--- src/rtl/serial_addsub_if.sv ---
// Handshake and operand/result bundle for the digit-serial adder/subtractor.
// The master side supplies operands and accepts results; the slave side is the arithmetic block.
interface serial_addsub_if #(
   parameter int WIDTH = 8
);
   logic             in_valid;
   logic             in_ready;
   logic             op_sub;
   logic [WIDTH-1:0] a;
   logic [WIDTH-1:0] b;
   logic             ci;
   logic             out_valid;
   logic             out_ready;
   logic [WIDTH-1:0] result;
   logic             co;
   logic             ovf;

   modport master (
      output in_valid, op_sub, a, b, ci, out_ready,
      input  in_ready, out_valid, result, co, ovf
   );

   modport slave (
      input  in_valid, op_sub, a, b, ci, out_ready,
      output in_ready, out_valid, result, co, ovf
   );
endinterface

--- src/rtl/serial_addsub.sv ---
// Digit-serial adder/subtractor: DIGIT bits per clock, LSB first, ripple carry held in a register.
// Subtraction is a + ~b + ~ci; the final carry is inverted to give the borrow.
module serial_addsub #(
   parameter int WIDTH = 8,
   parameter int DIGIT = 4
) (
   input logic            clk,
   input logic            rst_n,
   serial_addsub_if.slave bus
);
   localparam int N     = WIDTH / DIGIT;
   localparam int CNT_W = (N > 1) ? $clog2(N) : 1;

   if (DIGIT < 1 || (WIDTH % DIGIT) != 0) begin : g_bad_digit
      $error("serial_addsub: DIGIT must divide WIDTH exactly");
   end

   typedef enum logic [1:0] {IDLE, RUN, DONE} state_t;

   state_t           state_q, state_d;
   logic [WIDTH-1:0] a_q, b_q, acc_q, result_q;
   logic             carry_q, sub_q, co_q, ovf_q;
   logic [CNT_W-1:0] cnt_q;

   logic             accept, last;
   logic [DIGIT-1:0] a_dig, b_dig, sum_dig;
   logic             c_out, c_msb;
   logic [WIDTH-1:0] acc_next;

   assign accept = (state_q == IDLE) && bus.in_valid;
   assign last   = (cnt_q == CNT_W'(N - 1));

   // Operands shift right each cycle so the active digit always sits at the bottom;
   // sum digits enter the accumulator from the top and land in place after N cycles.
   always_comb begin
      a_dig              = a_q[DIGIT-1:0];
      b_dig              = b_q[DIGIT-1:0];
      {c_out, sum_dig}   = {1'b0, a_dig} + {1'b0, b_dig} + {{DIGIT{1'b0}}, carry_q};
      c_msb              = a_dig[DIGIT-1] ^ b_dig[DIGIT-1] ^ sum_dig[DIGIT-1];
      acc_next           = (acc_q >> DIGIT) | (WIDTH'(sum_dig) << (WIDTH - DIGIT));
   end

   always_comb begin
      state_d = state_q;
      case (state_q)
         IDLE:    if (bus.in_valid)  state_d = RUN;
         RUN:     if (last)          state_d = DONE;
         DONE:    if (bus.out_ready) state_d = IDLE;
         default: state_d = IDLE;
      endcase
   end

   always_ff @(posedge clk or negedge rst_n) begin
      if (!rst_n) state_q <= IDLE;
      else        state_q <= state_d;
   end

   // Published result/co/ovf only change on the last digit, so they hold through DONE and IDLE.
   always_ff @(posedge clk or negedge rst_n) begin
      if (!rst_n) begin
         a_q      <= '0;
         b_q      <= '0;
         acc_q    <= '0;
         carry_q  <= 1'b0;
         sub_q    <= 1'b0;
         cnt_q    <= '0;
         result_q <= '0;
         co_q     <= 1'b0;
         ovf_q    <= 1'b0;
      end else if (accept) begin
         a_q     <= bus.a;
         b_q     <= bus.op_sub ? ~bus.b : bus.b;
         carry_q <= bus.ci ^ bus.op_sub;
         sub_q   <= bus.op_sub;
         acc_q   <= '0;
         cnt_q   <= '0;
      end else if (state_q == RUN) begin
         a_q     <= a_q >> DIGIT;
         b_q     <= b_q >> DIGIT;
         carry_q <= c_out;
         acc_q   <= acc_next;
         cnt_q   <= cnt_q + 1'b1;
         if (last) begin
            result_q <= acc_next;
            co_q     <= c_out ^ sub_q;
            ovf_q    <= c_msb ^ c_out;
         end
      end
   end

   assign bus.in_ready  = (state_q == IDLE);
   assign bus.out_valid = (state_q == DONE);
   assign bus.result    = result_q;
   assign bus.co        = co_q;
   assign bus.ovf       = ovf_q;
endmodule

--- src/flat_wrapper.sv ---
// flat-port wrapper written by rule: the top's interface ports become plain ports
module serial_addsub_flat 
#(
   parameter int WIDTH = 8,
   parameter int DIGIT = 4
)
  (clk, rst_n, bus_in_valid, bus_op_sub, bus_a, bus_b, bus_ci, bus_out_ready, bus_in_ready, bus_out_valid, bus_result, bus_co, bus_ovf);
  serial_addsub_if #(.WIDTH(WIDTH)) bus_i ();
  input logic clk;
  input logic rst_n;
  input wire logic [$bits(bus_i.in_valid)-1:0] bus_in_valid;
  input wire logic [$bits(bus_i.op_sub)-1:0] bus_op_sub;
  input wire logic [$bits(bus_i.a)-1:0] bus_a;
  input wire logic [$bits(bus_i.b)-1:0] bus_b;
  input wire logic [$bits(bus_i.ci)-1:0] bus_ci;
  input wire logic [$bits(bus_i.out_ready)-1:0] bus_out_ready;
  output wire logic [$bits(bus_i.in_ready)-1:0] bus_in_ready;
  output wire logic [$bits(bus_i.out_valid)-1:0] bus_out_valid;
  output wire logic [$bits(bus_i.result)-1:0] bus_result;
  output wire logic [$bits(bus_i.co)-1:0] bus_co;
  output wire logic [$bits(bus_i.ovf)-1:0] bus_ovf;
  assign bus_i.in_valid = bus_in_valid;
  assign bus_i.op_sub = bus_op_sub;
  assign bus_i.a = bus_a;
  assign bus_i.b = bus_b;
  assign bus_i.ci = bus_ci;
  assign bus_i.out_ready = bus_out_ready;
  assign bus_in_ready = bus_i.in_ready;
  assign bus_out_valid = bus_i.out_valid;
  assign bus_result = bus_i.result;
  assign bus_co = bus_i.co;
  assign bus_ovf = bus_i.ovf;
  serial_addsub #(.WIDTH(WIDTH), .DIGIT(DIGIT)) u_core (.clk(clk), .rst_n(rst_n), .bus(bus_i));
endmodule
--- config.mk ---
export PLATFORM = sky130hd
export DESIGN_NAME = serial_addsub_flat
export DESIGN_NICKNAME = d
export VERILOG_FILES = /design/src/rtl/serial_addsub_if.sv /design/src/rtl/serial_addsub.sv /design/src/flat_wrapper.sv
export SDC_FILE = /design/constraint.sdc
export NUM_CORES = 1
export LEC_CHECK = 0
export BUFFER_PORTS_ARGS = -buffer_cell sky130_fd_sc_hd__clkbuf_2
export CAP_MARGIN = 0
export CORE_AREA = 5 5 80 82
export CTS_CLUSTER_DIAMETER = 60
export CTS_CLUSTER_SIZE = 20
export DETAILED_ROUTE_END_ITERATION = 8
export DIE_AREA = 0 0 85 87
export SLEW_MARGIN = 20
export SYNTH_ARGS = -nofsm -noshare
export SYNTH_HDL_FRONTEND = slang
export SYNTH_SLANG_ARGS = --single-unit
--- constraint.sdc ---
create_clock -name clk -period 2.45 [get_ports clk]
set_clock_uncertainty 0.1 [all_clocks]
set_input_delay 0.1225 -clock clk [delete_from_list [all_inputs] [get_ports clk]]
set_output_delay 0.1225 -clock clk [all_outputs]
set_load 0.05 [all_outputs]
Word-level counts from Yosys, hierarchy flattened
Cells that the tools add are included.

Bits in registers: 39. Logic and storage cells: 46.

Add/sub/neg operators: 3. Equal/unequal tests: 5. Mux-type cells: 15. Bitwise operators: 8. Reductions and logical operators: 5.

Operators with widths (count): 8-bit two-way mux (7); 8-bit NOT (1); 4-bit by 8-bit OR with 8-bit output (1); 2-bit two-way mux (3); 2-bit one-hot mux with 3 select lines (1); 3-bit AND reduction (2); 4-bit by 4-bit adder with 5-bit output (1); 5-bit by 1-bit adder with 5-bit output (1); 1-bit XOR (5); 1-bit two-way mux (4); 2-bit inequality test (second input constant) (2); 2-bit by 1-bit equality test with 1-bit output (second input constant) (1); 2-bit equality test (second input constant) (1); 2-bit zero test (1); 2-bit by 1-bit inequality test with 1-bit output (second input constant) (1); 2-bit nonzero test (1); 1-bit adder (second input constant) (1); 1-bit logical AND (1); 1-bit NOT (1).

Logic depth before layout (Yosys ltp)
Gate-level depths: netlist of run 1.

Depth after elaboration: 5. Gate-level depth with buffers: 6.

Least setup slack after synthesis of run 1
OpenSTA, ideal clock, no wires.

Path type: register -> register. From: register u_core.carry_q. To: register u_core.co_q (netlist: u_core.bus.co). Library setup time: 0.127 ns. Arrival: 1.879 ns. Required time: 2.223 ns. Setup slack: 0.344 ns. Cell stages (with the launch flop): 7. Path buffers: 0. Period minus slack after synthesis: 2.106 ns. Cell sequence: dfrtp_1 fa_1 fa_1 a21o_1 a21oi_1 xor2_1 o21ai_0.

Longest elaborated chain between the ends: 2.

RTL lines: start, declared (RTL line serial_addsub.sv:22) `logic carry_q, sub_q, co_q, ovf_q;`; start signal, assigned (RTL line serial_addsub.sv:73) `carry_q <= bus.ci ^ bus.op_sub;`; start signal, assigned (RTL line serial_addsub.sv:80) `carry_q <= c_out;`; 5-bit by 1-bit adder with 5-bit output (RTL line serial_addsub.sv:38) `{c_out, sum_dig} = {1'b0, a_dig} + {1'b0, b_dig} + {{DIGIT{1'b0}}, carry_q};`; 1-bit XOR (RTL line serial_addsub.sv:85) `co_q <= c_out ^ sub_q;`; end signal, assigned (RTL line serial_addsub.sv:85); end, declared (RTL line serial_addsub.sv:22).

No other way between the ends. A chain may end at the register's enable or synchronous reset.

Final worst setup path of run 1
Ends and elaborated chain as after synthesis.

==> results of run 1 <==
[worst register-to-register path: cells and delay by family, from the launching register on]
family	cells	cell delay (ns)
xor gates and xnor gates	1	0.17
DFF	1	0.41
adders and majority gates	2	0.87
AOI/OAI and AO/OA	3	0.57
[final cells by class]
class	instances	area share (%)
Clock buffer	6	3.56
Multi-Input combinational cell	103	33.8
Clock inverter	1	1.47
Tap cell	75	4.61
Timing Repair Buffer	44	13.4
Sequential cell	35	43.0
Inverter	1	0.184
[registers in the layout, indices dropped and copies added (netlist names)]
register / flops
u_core.a_q: 8
u_core.b_q: 8
u_core.bus.result: 8
u_core.acc_q: 4
u_core.state_q: 2
u_core.bus.co: 1
u_core.bus.ovf: 1
u_core.carry_q: 1
u_core.cnt_q: 1
u_core.sub_q: 1
[placed cells by master (no fill, tap or decap)]
| cell | count |
|---|---|
| nand2_4 | 1 |
| nor2_1 | 5 |
| nand2b_1 | 1 |
| a22oi_1 | 5 |
| xor2_1 | 3 |
| clkbuf_1 | 1 |
| inv_1 | 1 |
| fa_1 | 2 |
| mux2_2 | 5 |
| nand2_1 | 29 |
| buf_4 | 1 |
| bufinv_16 | 1 |
| clkbuf_2 | 33 |
| nand3_1 | 6 |
| mux2_4 | 1 |
| a21oi_1 | 2 |
| clkbuf_8 | 5 |
| and2b_4 | 1 |
| a21o_1 | 2 |
| a221o_1 | 4 |
| nor3b_4 | 1 |
| xnor2_1 | 10 |
| dlygate4sd3_1 | 10 |
| o21ai_0 | 20 |
| or2b_1 | 1 |
| dfrtp_1 | 35 |
| nor2_4 | 1 |
| ha_1 | 3 |
[cells by family (layout without fill, tap and decap cells)]
kind of cell	after synthesis	count (layout)	share of synthesized area (%)
fa+ha+maj	5	5	4.81
compound gates	33	33	12.6
flops	35	35	54.3
simple gates	46	46	13.8
buf+inv	8	52	2.95
mux	6	6	4.42
xor+xnor	13	13	7.07
[worst max path at each step]
stage,start,end,slack [ns],depth (start not counted)
2_1_floorplan,u_core.carry_q$_DFFE_PN0P_,u_core.bus.co$_DFFE_PN0P_,0.34,6
3_3_place_gp,u_core.carry_q$_DFFE_PN0P_,u_core.bus.co$_DFFE_PN0P_,0.27,6
3_5_place_dp,u_core.carry_q$_DFFE_PN0P_,u_core.bus.co$_DFFE_PN0P_,0.22,6
4_1_cts,u_core.carry_q$_DFFE_PN0P_,u_core.bus.co$_DFFE_PN0P_,0.20,6
5_1_grt,u_core.carry_q$_DFFE_PN0P_,u_core.bus.co$_DFFE_PN0P_,0.08,6
6_report,u_core.carry_q$_DFFE_PN0P_,u_core.bus.co$_DFFE_PN0P_,0.20,6
[power by group]
group | internal, mW | switching, mW
logic | 0.481 | 0.866
registers | 0.844 | 0.178
clock network | 0.298 | 0.192
total | 1.62 | 1.23
[repair_timing]
action / CTS / global route
resized for setup: 0 / 0
hold buffers: 10 / 0
endpoints found under the hold margin: 44 / 0
[layer usage]
| layer | up-vias | wire (um) | global-route usage [%] |
|---|---|---|---|
| li1 | 581 | - | - |
| met4 | 0 | 45 | 5.32 |
| met5 | - | 0 | 0 |
| met3 | 7 | 202 | 2.74 |
| met1 | 508 | 1490 | 13.2 |
| met2 | 36 | 1540 | 15.5 |
==> metrics.txt, run 1 <==
final WL=3270 um; CP Class=reg2reg; area taken by multi-input logic gates=688 um^2; Worst-Margin Slew=0.855 ns; Slew Viols, Final=0; ANT nets after route=0; status=finished, final reports clean; dpl cells=248; FF-to-FF path depth=6; Peak VDD IR=484 uV; DR iter-0 viols=42; Area growth syn-to-layout=26.4%; Post-Syn Nets=173; Starting Density=28.4%; setup ws final=0.203 ns; critical path arrival=2.30 ns; Avg Inst Size Synth=11.0 um^2; Final min period=2.25 ns; CTS clock-pin slew for the worst setup and hold paths=0.07 ns; Crit. End Element=flip-flop; Async S/R FF share, synth=100%; gpl congestion=0.756; startpoint class of the critical path=flip-flop; critical path required time=2.51 ns; CP Buf/Inv Count=0; Detailed Place HPWL=2350 um; GR Overflow Total=0; # rows=28; synth warn=0; ordered cell list for the critical path=fa_1 -> fa_1 -> a21o_1 -> a21oi_1 -> xor2_1 -> o21ai_0; area share of the largest cell type after synthesis=54.3%; CTS H-tree depth=2; hold path cells=3; I/O Buffers=33; Final Cycle Share=91.7%; sequential share of the synthesized area=54.3%; Setup Fix Bufs, Post-CTS=0; Remaining DRCs=0; antenna diode count=0; PwrDens=1400 mW/mm^2; full die area=0.00740 mm^2; number of setup violations in the final report=0; Min-Delay Path Class=in2reg; cell mode on critical path=fa_1; vias per inst=4.27; Ports=34; routed via count=1132; CP max FO=3; total power=2.86 mW; DR WL/cell=12.3 um; Syn Inst Count=146; Reg2Reg Setup Slack=0.20 ns; Clock Sinks=35; FMAX=0.445 GHz; Main synth FF type=dfrtp_1; TritonCTS Buffers=5; Yosys cell types=25; largest net degree at the start of global routing=36; number of hold violations in the final report=0; final instance area=0.00204 mm^2; largest cells by area after synthesis=dfrtp_1, nand2_1, o21ai_0; slew margin rel.=43.0%; slowest CP cell=fa_1; CTS tree=yes; Std-Cell Core Area=0.00568 mm^2; initial antenna violation count=0; layout cells sized above 1=26.3%; CTS Root Cell=clkbuf_8; final cell count without fillers=265; # fillers=621; final net count=217; TritonRoute pass-1 iters=4; vias in the first global route=1153; reg2reg end=u_core.bus.co$_DFFE_PN0P_; leading area contributor after synthesis=dfrtp_1; dpl ws=0.223 ns; Clock Tree Buf Depth=2; first-pass GRT wire length=5820 um; post-layout util=35.9%; most instantiated library cell after synthesis=dfrtp_1; max incr delay on CP=0.46 ns; #FFs+latches synth=35; CP top delay family=adder cells; max cap viols=0; launch point of the worst reg-to-reg path=u_core.carry_q$_DFFE_PN0P_; Post-DP Area=0.00183 mm^2; later-pin clock latency in the skew report=0.28 ns; gr usage total=10.2%; hold path endpoint=u_core.b_q[4]$_DFFE_PN0P_; Leakage=0.984 nW; register area=876 um^2; Worst Hold Launch=bus_b[4]; RSZ-0062 raised after global routing=false; die width=85 um; EDFF count, synth=0; hold_ws=0.0230 ns; Die Height=87 um; synthesized area=0.00161 mm^2; most frequent cells after synthesis=dfrtp_1, nand2_1, o21ai_0; Fin Setup TNS=0 ns
No activity file was read; power rests on OpenSTA's default activity.
==> inputs of run 2 (changes only) <==
--- a/config.mk
+++ b/config.mk
@@ -12,7 +12,8 @@
 export CTS_CLUSTER_SIZE = 20
 export DETAILED_ROUTE_END_ITERATION = 8
 export DIE_AREA = 0 0 85 87
-export SLEW_MARGIN = 20
+export RECOVER_POWER = 100
+export SLEW_MARGIN = 40
 export SYNTH_ARGS = -nofsm -noshare
 export SYNTH_HDL_FRONTEND = slang
 export SYNTH_SLANG_ARGS = --single-unit
==> constraint.sdc (replaced) <==
create_clock -name clk -period 2.7 [get_ports clk]
set_clock_uncertainty 0.1 [all_clocks]
set_input_delay 0.135 -clock clk [delete_from_list [all_inputs] [get_ports clk]]
set_output_delay 0.135 -clock clk [all_outputs]
set_load 0.05 [all_outputs]
==> run 2 against run 1 <==
Against the previous run: sequential cell count unchanged; register-to-register slack improved by 0.25 ns; critical path depth stayed put; cell count rose by 0.38%; worst setup slack gained 0.25 ns; largest cell class unchanged.
==> metrics.txt, run 2 (same netlist as run 1, synthesis figures left out) <==
# fillers=631 (+1.6%); die width=85 um (unchanged); Setup Fix Bufs, Post-CTS=0 (unchanged); GR Overflow Total=0 (unchanged); Fin Setup TNS=0 ns (unchanged); layout cells sized above 1=18.8% (-7.5 points); ANT nets after route=0 (unchanged); vias in the first global route=1138 (-1.3%); Detailed Place HPWL=2350 um (-0.27%); later-pin clock latency in the skew report=0.28 ns (about the same); Ports=34 (unchanged); hold_ws=0.0310 ns (+0.00805 ns); PwrDens=1250 mW/mm^2 (-11%); ordered cell list for the critical path=fa_1 -> fa_1 -> a21o_1 -> a21oi_1 -> xor2_1 -> o21ai_0; critical path arrival=2.29 ns (about the same); CTS tree=yes; routed via count=1130 (-0.18%); setup ws final=0.453 ns (+0.251 ns); hold_buf cts=10 (unchanged); CTS Root Cell=clkbuf_8; Remaining DRCs=0 (unchanged); full die area=0.00740 mm^2 (unchanged); max incr delay on CP=0.46 ns (about the same); Worst-Margin Slew=0.733 ns (-0.122 ns); Slew Viols, Final=0 (unchanged); Final min period=2.25 ns (-0.000538 ns); Area growth syn-to-layout=24.4%; first-pass GRT wire length=5750 um (-1.2%); dpl cells=248 (unchanged); startpoint class of the critical path=flip-flop; # resized after CTS=0 (unchanged); dpl ws=0.492 ns (+0.269 ns); CP Class=reg2reg; TritonCTS Buffers=5 (unchanged); status=finished, final reports clean; vias per inst=4.25 (-0.55%); max cap viols=0 (unchanged); Leakage=0.931 nW (-5.3%); slew margin rel.=50.9% (+7.9 points); I/O Buffers=33 (unchanged); final cell count without fillers=266 (+0.38%); leading cell type in the layout, fill and taps excluded=dfrtp_1; final net count=217 (unchanged); final WL=3350 um (+2.5%); critical path required time=2.74 ns (+0.23 ns); CP max FO=3 (unchanged); Min-Delay Path Class=in2reg; Crit. End Element=flip-flop; gr usage total=10.1% (-0.064 points); total power=2.51 mW (-12%); DR iter-0 viols=51 (+21%); FMAX=0.445 GHz (about the same); number of hold violations in the final report=0 (unchanged); Die Height=87 um (unchanged); cell mode on critical path=fa_1; Starting Density=28.4% (unchanged); CP Buf/Inv Count=0 (unchanged); RSZ-0062 raised after global routing=false; antenna diode count=0 (unchanged); Clock Sinks=35 (unchanged); Std-Cell Core Area=0.00568 mm^2 (unchanged); initial antenna violation count=0 (unchanged); DR WL/cell=12.6 um (+2.1%); Peak VDD IR=464 uV (-4.1%); gpl congestion=0.756 (unchanged); CP top delay family=adder cells; commonest non-fill, non-tap cells in the layout=dfrtp_1, nand2_1, o21ai_0, clkbuf_2, clkbuf_1; TritonRoute pass-1 iters=4 (unchanged); # rows=28 (unchanged); number of setup violations in the final report=0 (unchanged); CTS H-tree depth=2 (unchanged); slowest CP cell=fa_1; Clock Tree Buf Depth=2 (unchanged); Final Cycle Share=83.2% (-8.5 points); CTS clock-pin slew for the worst setup and hold paths=0.07 ns (about the same); largest net degree at the start of global routing=36 (unchanged)
run 2: path summary, 6_finish.rpt:
kind	slack (ns)	to	start	cells after the start
max in group asynchronous	1.89	u_core.a_q[1]$_DFFE_PN0P_	rst_n	2
worst min register to register	0.38	u_core.bus.result[6]$_DFFE_PN0P_	u_core.bus.result[6]$_DFFE_PN0P_	2
worst max register to register	0.45	u_core.bus.co$_DFFE_PN0P_	u_core.carry_q$_DFFE_PN0P_	6
min in group asynchronous	0.27	u_core.state_q[0]$_DFFE_PN0P_	rst_n	2
worst min-delay path	0.03	u_core.b_q[4]$_DFFE_PN0P_	bus_b[4]	3
worst max-delay path	0.45	u_core.bus.co$_DFFE_PN0P_	u_core.carry_q$_DFFE_PN0P_	6
run 2: stage by stage:
stage | util (%) | cell area (um^2)
after floorplan | - | 1610
after global placement | 32.3 | 1830
after detailed placement | 32.4 | 1840
after CTS | 36.0 | 2040
after global routing | 35.3 | 2000
final | 35.3 | 2000
run 2: final cells by class:
type,count,area [um^2],area share [%]
Sequential cell,35,876,43.7
Inverter,1,3.75,0.187
Tap cell,75,93.8,4.68
Multi-Input combinational cell,103,667,33.3
Clock buffer,7,96.3,4.81
Timing Repair Buffer,44,260,13.0
Clock inverter,1,7.51,0.375
run 2: per-layer routing:
| metal | share of wire [%] | GRT usage (%) | vias up |
|---|---|---|---|
| li1 | - | - | 585 |
| met1 | 47 | 13.1 | 505 |
| met2 | 45 | 15.3 | 33 |
| met3 | 6.1 | 3.22 | 7 |
| met4 | 1.8 | 4.75 | 0 |
| met5 | 0 | 0 | - |
run 2: power breakdown:
group	internal (mW)	total (mW)	switching [mW]
Combinational	0.388	1.17	0.783
Sequential	0.766	0.923	0.157
Clock	0.232	0.414	0.182
run 2: worst min-delay path, delay by kind of cell:
| family | cells | cell delay [ns] |
|---|---|---|
| buf+inv | 1 | 0.08 |
| compound gates | 1 | 0.06 |
| xor+xnor | 1 | 0.10 |
==> inputs of run 3 (changes only) <==
--- a/config.mk
+++ b/config.mk
@@ -5,13 +5,14 @@
 export SDC_FILE = /design/constraint.sdc
 export NUM_CORES = 1
 export LEC_CHECK = 0
+export ABC_AREA = 1
 export BUFFER_PORTS_ARGS = -buffer_cell sky130_fd_sc_hd__clkbuf_2
 export CAP_MARGIN = 0
-export CORE_AREA = 5 5 80 82
+export CORE_AREA = 5 5 82 84
 export CTS_CLUSTER_DIAMETER = 60
 export CTS_CLUSTER_SIZE = 20
 export DETAILED_ROUTE_END_ITERATION = 8
-export DIE_AREA = 0 0 85 87
+export DIE_AREA = 0 0 87 89
 export RECOVER_POWER = 100
 export SLEW_MARGIN = 40
 export SYNTH_ARGS = -nofsm -noshare
==> constraint.sdc (replaced) <==
create_clock -name clk -period 1.8 [get_ports clk]
set_clock_uncertainty 0.1 [all_clocks]
set_input_delay 0.09 -clock clk [delete_from_list [all_inputs] [get_ports clk]]
set_output_delay 0.09 -clock clk [all_outputs]
set_load 0.05 [all_outputs]
==> run 3 against run 2 <==
Against the previous run: final area up 5.7%; global-route usage down 0.13 points; clock power up 47%; register-to-register slack worse by 0.44 ns; worst hold slack worse by 0.030 ns; first-iteration DRC count down 16%; non-clock buffer count up 2; die area up 4.7%; via count up 19%; sequential share of layout area down 2.4 points; critical path type unchanged; largest cell class unchanged.
==> metrics.txt, run 3 <==
CP startpoint=u_core.carry_q$_DFFE_PN0P_; most instantiated library cell after synthesis=nand2_1; Syn Inst Count=189 (+29%); Starting Density=29.3% (+0.86 points); first-pass GRT wire length=6090 um (+6.0%); Post-Synth Adder-Cell Area=4.53% (-0.28 points); die width=87 um (+2.4%); Slew Viols, Final=0 (unchanged); routed via count=1340 (+19%); Post-Syn Nets=216 (+25%); CTS Root Cell=clkbuf_8; Sw Ratio=47.4% (+2.7 points); ordered cell list for the critical path=fa_2 -> fa_2 -> nand3_1 -> nand3_2 -> nand2_1 -> nand3_1 -> nand2_1; initial antenna violation count=0 (unchanged); total power=4.03 mW (+61%); final cell count without fillers=313 (+18%); Final Cycle Share=99.1% (+16 points); DR iter-0 viols=43 (-16%); Async S/R FF share, synth=100% (unchanged); area share of the largest cell type after synthesis=51.2% (-3.2 points); number of hold violations in the final report=0 (unchanged); leading cell type in the layout, fill and taps excluded=nand2_1; gr usage total=9.97% (-0.13 points); max cap viols=0 (unchanged); Reg2Reg Setup Slack=0.02 ns (-0.44 ns); final WL=3570 um (+6.4%); Std-Cell Core Area=0.00585 mm^2 (+3.1%); # fillers=612 (-3.0%); Detailed Place HPWL=2500 um (+6.3%); Sequential Power Share=33.7% (-3.1 points); hold path cells=4 (+1); CTS H-tree depth=2 (unchanged); #FFs+latches synth=35 (unchanged); commonest non-fill, non-tap cells in the layout=nand2_1, dfrtp_1, clkbuf_2; number of setup violations in the final report=0 (unchanged); dpl cells=293 (+18%); FMAX=0.561 GHz (+26%); TritonCTS Buffers=5 (unchanged); RSZ-0062 raised after global routing=true; Crit. End Element=flip-flop; max incr delay on CP=0.41 ns (-0.05 ns); layout cells sized above 1=21.0% (+2.2 points); Worst Hold Launch=bus_b[3]; I/O Buffers=33 (unchanged); TritonRoute pass-1 iters=4 (unchanged); vias in the first global route=1422 (+25%); slowest CP cell=dfrtp_1; most frequent cells after synthesis=nand2_1, dfrtp_1, nand3_1; slew margin rel.=41.8% (-9.1 points); CTS clock-pin slew for the worst setup and hold paths=0.07 ns (about the same); full die area=0.00774 mm^2 (+4.7%); Yosys cell types=25 (unchanged); Min-Delay Path Class=in2reg; Main synth FF type=dfrtp_1; post-layout util=36.2% (+0.91 points); CP Class=reg2reg; FF-to-FF path depth=7 (+1); largest cells by area after synthesis=dfrtp_1, nand2_1, nand3_1; Leakage=1.08 nW (+16%); final net count=264 (+22%); synthesized area=0.00171 mm^2 (+6.2%); synth warn=0 (unchanged); Avg Inst Size Synth=9.06 um^2 (-18%); sequential share of the synthesized area=51.2% (-3.2 points); setup ws final=0.0165 ns (-0.437 ns); dpl ws=-0.0745 ns (-0.566 ns); ANT nets after route=0 (unchanged); critical path arrival=1.90 ns (-0.39 ns); Final min period=1.78 ns (-0.463 ns); status=finished, final reports clean; Ports=34 (unchanged); Remaining DRCs=0 (unchanged); PwrDens=1900 mW/mm^2 (+52%); leading area contributor after synthesis=dfrtp_1; later-pin clock latency in the skew report=0.28 ns (about the same); CP Buf/Inv Count=0 (unchanged); Internal Power=2.12 mW (+53%); WP depth=7 (+1); Clock Power Share=15.1% (-1.4 points); gpl congestion=0.847 (+12%); Synth Area in Compound Gates=6.43% (-6.1 points); mux cell area share after synthesis=0% (-4.4 points); antenna diode count=0 (unchanged); GR Overflow Total=0 (unchanged); hold path endpoint=u_core.b_q[3]$_DFFE_PN0P_; post-synthesis xor/xnor area fraction=5.12% (-1.9 points); vias per inst=4.28 (+0.78%); launch point of the worst reg-to-reg path=u_core.carry_q$_DFFE_PN0P_; Clock Sinks=35 (unchanged); CTS tree=yes; Worst-Margin Slew=0.872 ns (+0.139 ns); largest family of logic cells by synthesized area=simple AND/OR/NAND/NOR gates; EDFF count, synth=0 (unchanged); Comb power frac=51.2% (+4.5 points); simple logic cell fraction of the synthesized area=26.8% (+13 points); CP top delay family=adder cells; Psw=1.91 mW (+70%); Peak VDD IR=709 uV (+53%); CP max FO=3 (unchanged); Die Height=89 um (+2.3%); Clock Tree Buf Depth=2 (unchanged); reg2reg end=u_core.bus.ovf$_DFFE_PN0P_; critical path required time=1.91 ns (-0.83 ns); # rows=28 (unchanged); largest net degree at the start of global routing=36 (unchanged); DR WL/cell=11.4 um (-9.6%); startpoint class of the critical path=flip-flop; Area growth syn-to-layout=23.8%
## run 3: cell count changes after synthesis, sizes merged, moves of 5 or more
cell   previous run  this run
a22oi             5         0
inv               1        14
mux2              6         0
nand2            30        79
nand3             6        18
o21ai            20        12
xnor2            10         5
## run 3: power by group through the flow
stage	clock, mW	combinational, mW	sequential, mW
finish	0.610	2.06	1.36
global route	0.659	2.32	1.40
CTS	0.630	2.16	1.38
detailed placement	0	2.10	1.39
global placement	0	2.07	1.37
floorplan	0	1.41	1.68
## run 3: what timing repair did
item,4_1_cts,5_1_grt
setup buffers,2,0
setup endpoints to repair,6,6
resized for setup,1,7
endpoints found under the hold margin,44,0
gates cloned,0,0
pin swaps,6,5
hold buffers,10,0
## run 3: metrics by stage
stage / hold slack [ns] / TNS (ns) / instance area, um^2
floorplan: -0.306 / 0 / 1710
finish: 0.000894 / 0 / 2120
global placement: 0.0526 / -0.0683 / 1940
CTS: 0.000684 / -0.0286 / 2160
global route: 0.00740 / -0.342 / 2120
detailed placement: 0.0543 / -0.223 / 1940
## run 3: logic make-up (layout without fill, tap and decap cells)
logic type,after synthesis,after routing
DFF,35,35
buffers and inverters,19,68
and+or+nand+nor,103,103
AOI/OAI and AO/OA,17,17
xor gates and xnor gates,10,10
adders and majority gates,5,5
## run 3: layer usage
layer,vias up,track usage (%),part of all wire (%)
met4,0,2.97,1.0
met3,4,3.04,6.5
met5,-,0,0
li1,690,-,-
met2,34,17.6,46
met1,612,11.6,46
## run 3: how the worst max path moves through the flow
stage                                        endpoint  slack, ns
final                      u_core.bus.ovf$_DFFE_PN0P_       0.02
after global routing      u_core.acc_q[6]$_DFFE_PN0P_      -0.07
after CTS                   u_core.bus.co$_DFFE_PN0P_      -0.02
after detailed placement   u_core.bus.ovf$_DFFE_PN0P_      -0.07
after global placement     u_core.bus.ovf$_DFFE_PN0P_      -0.03
after floorplan            u_core.bus.ovf$_DFFE_PN0P_       0.01
## run 3: cell type report
type                            count  area, um^2  area share (%)
Timing Repair Buffer               46         270            12.8
Inverter                           14        52.6            2.48
Multi-Input combinational cell    135         727            34.3
Clock buffer                        8         100            4.72
Tap cell                           75        93.8            4.43
Sequential cell                    35         876            41.3
## run 3: worst reg2reg max path, delay by kind of cell (launching register included)
family,cells,cell delay (ns)
fa+ha+maj,2,0.80
simple gates,5,0.42
flops,1,0.41
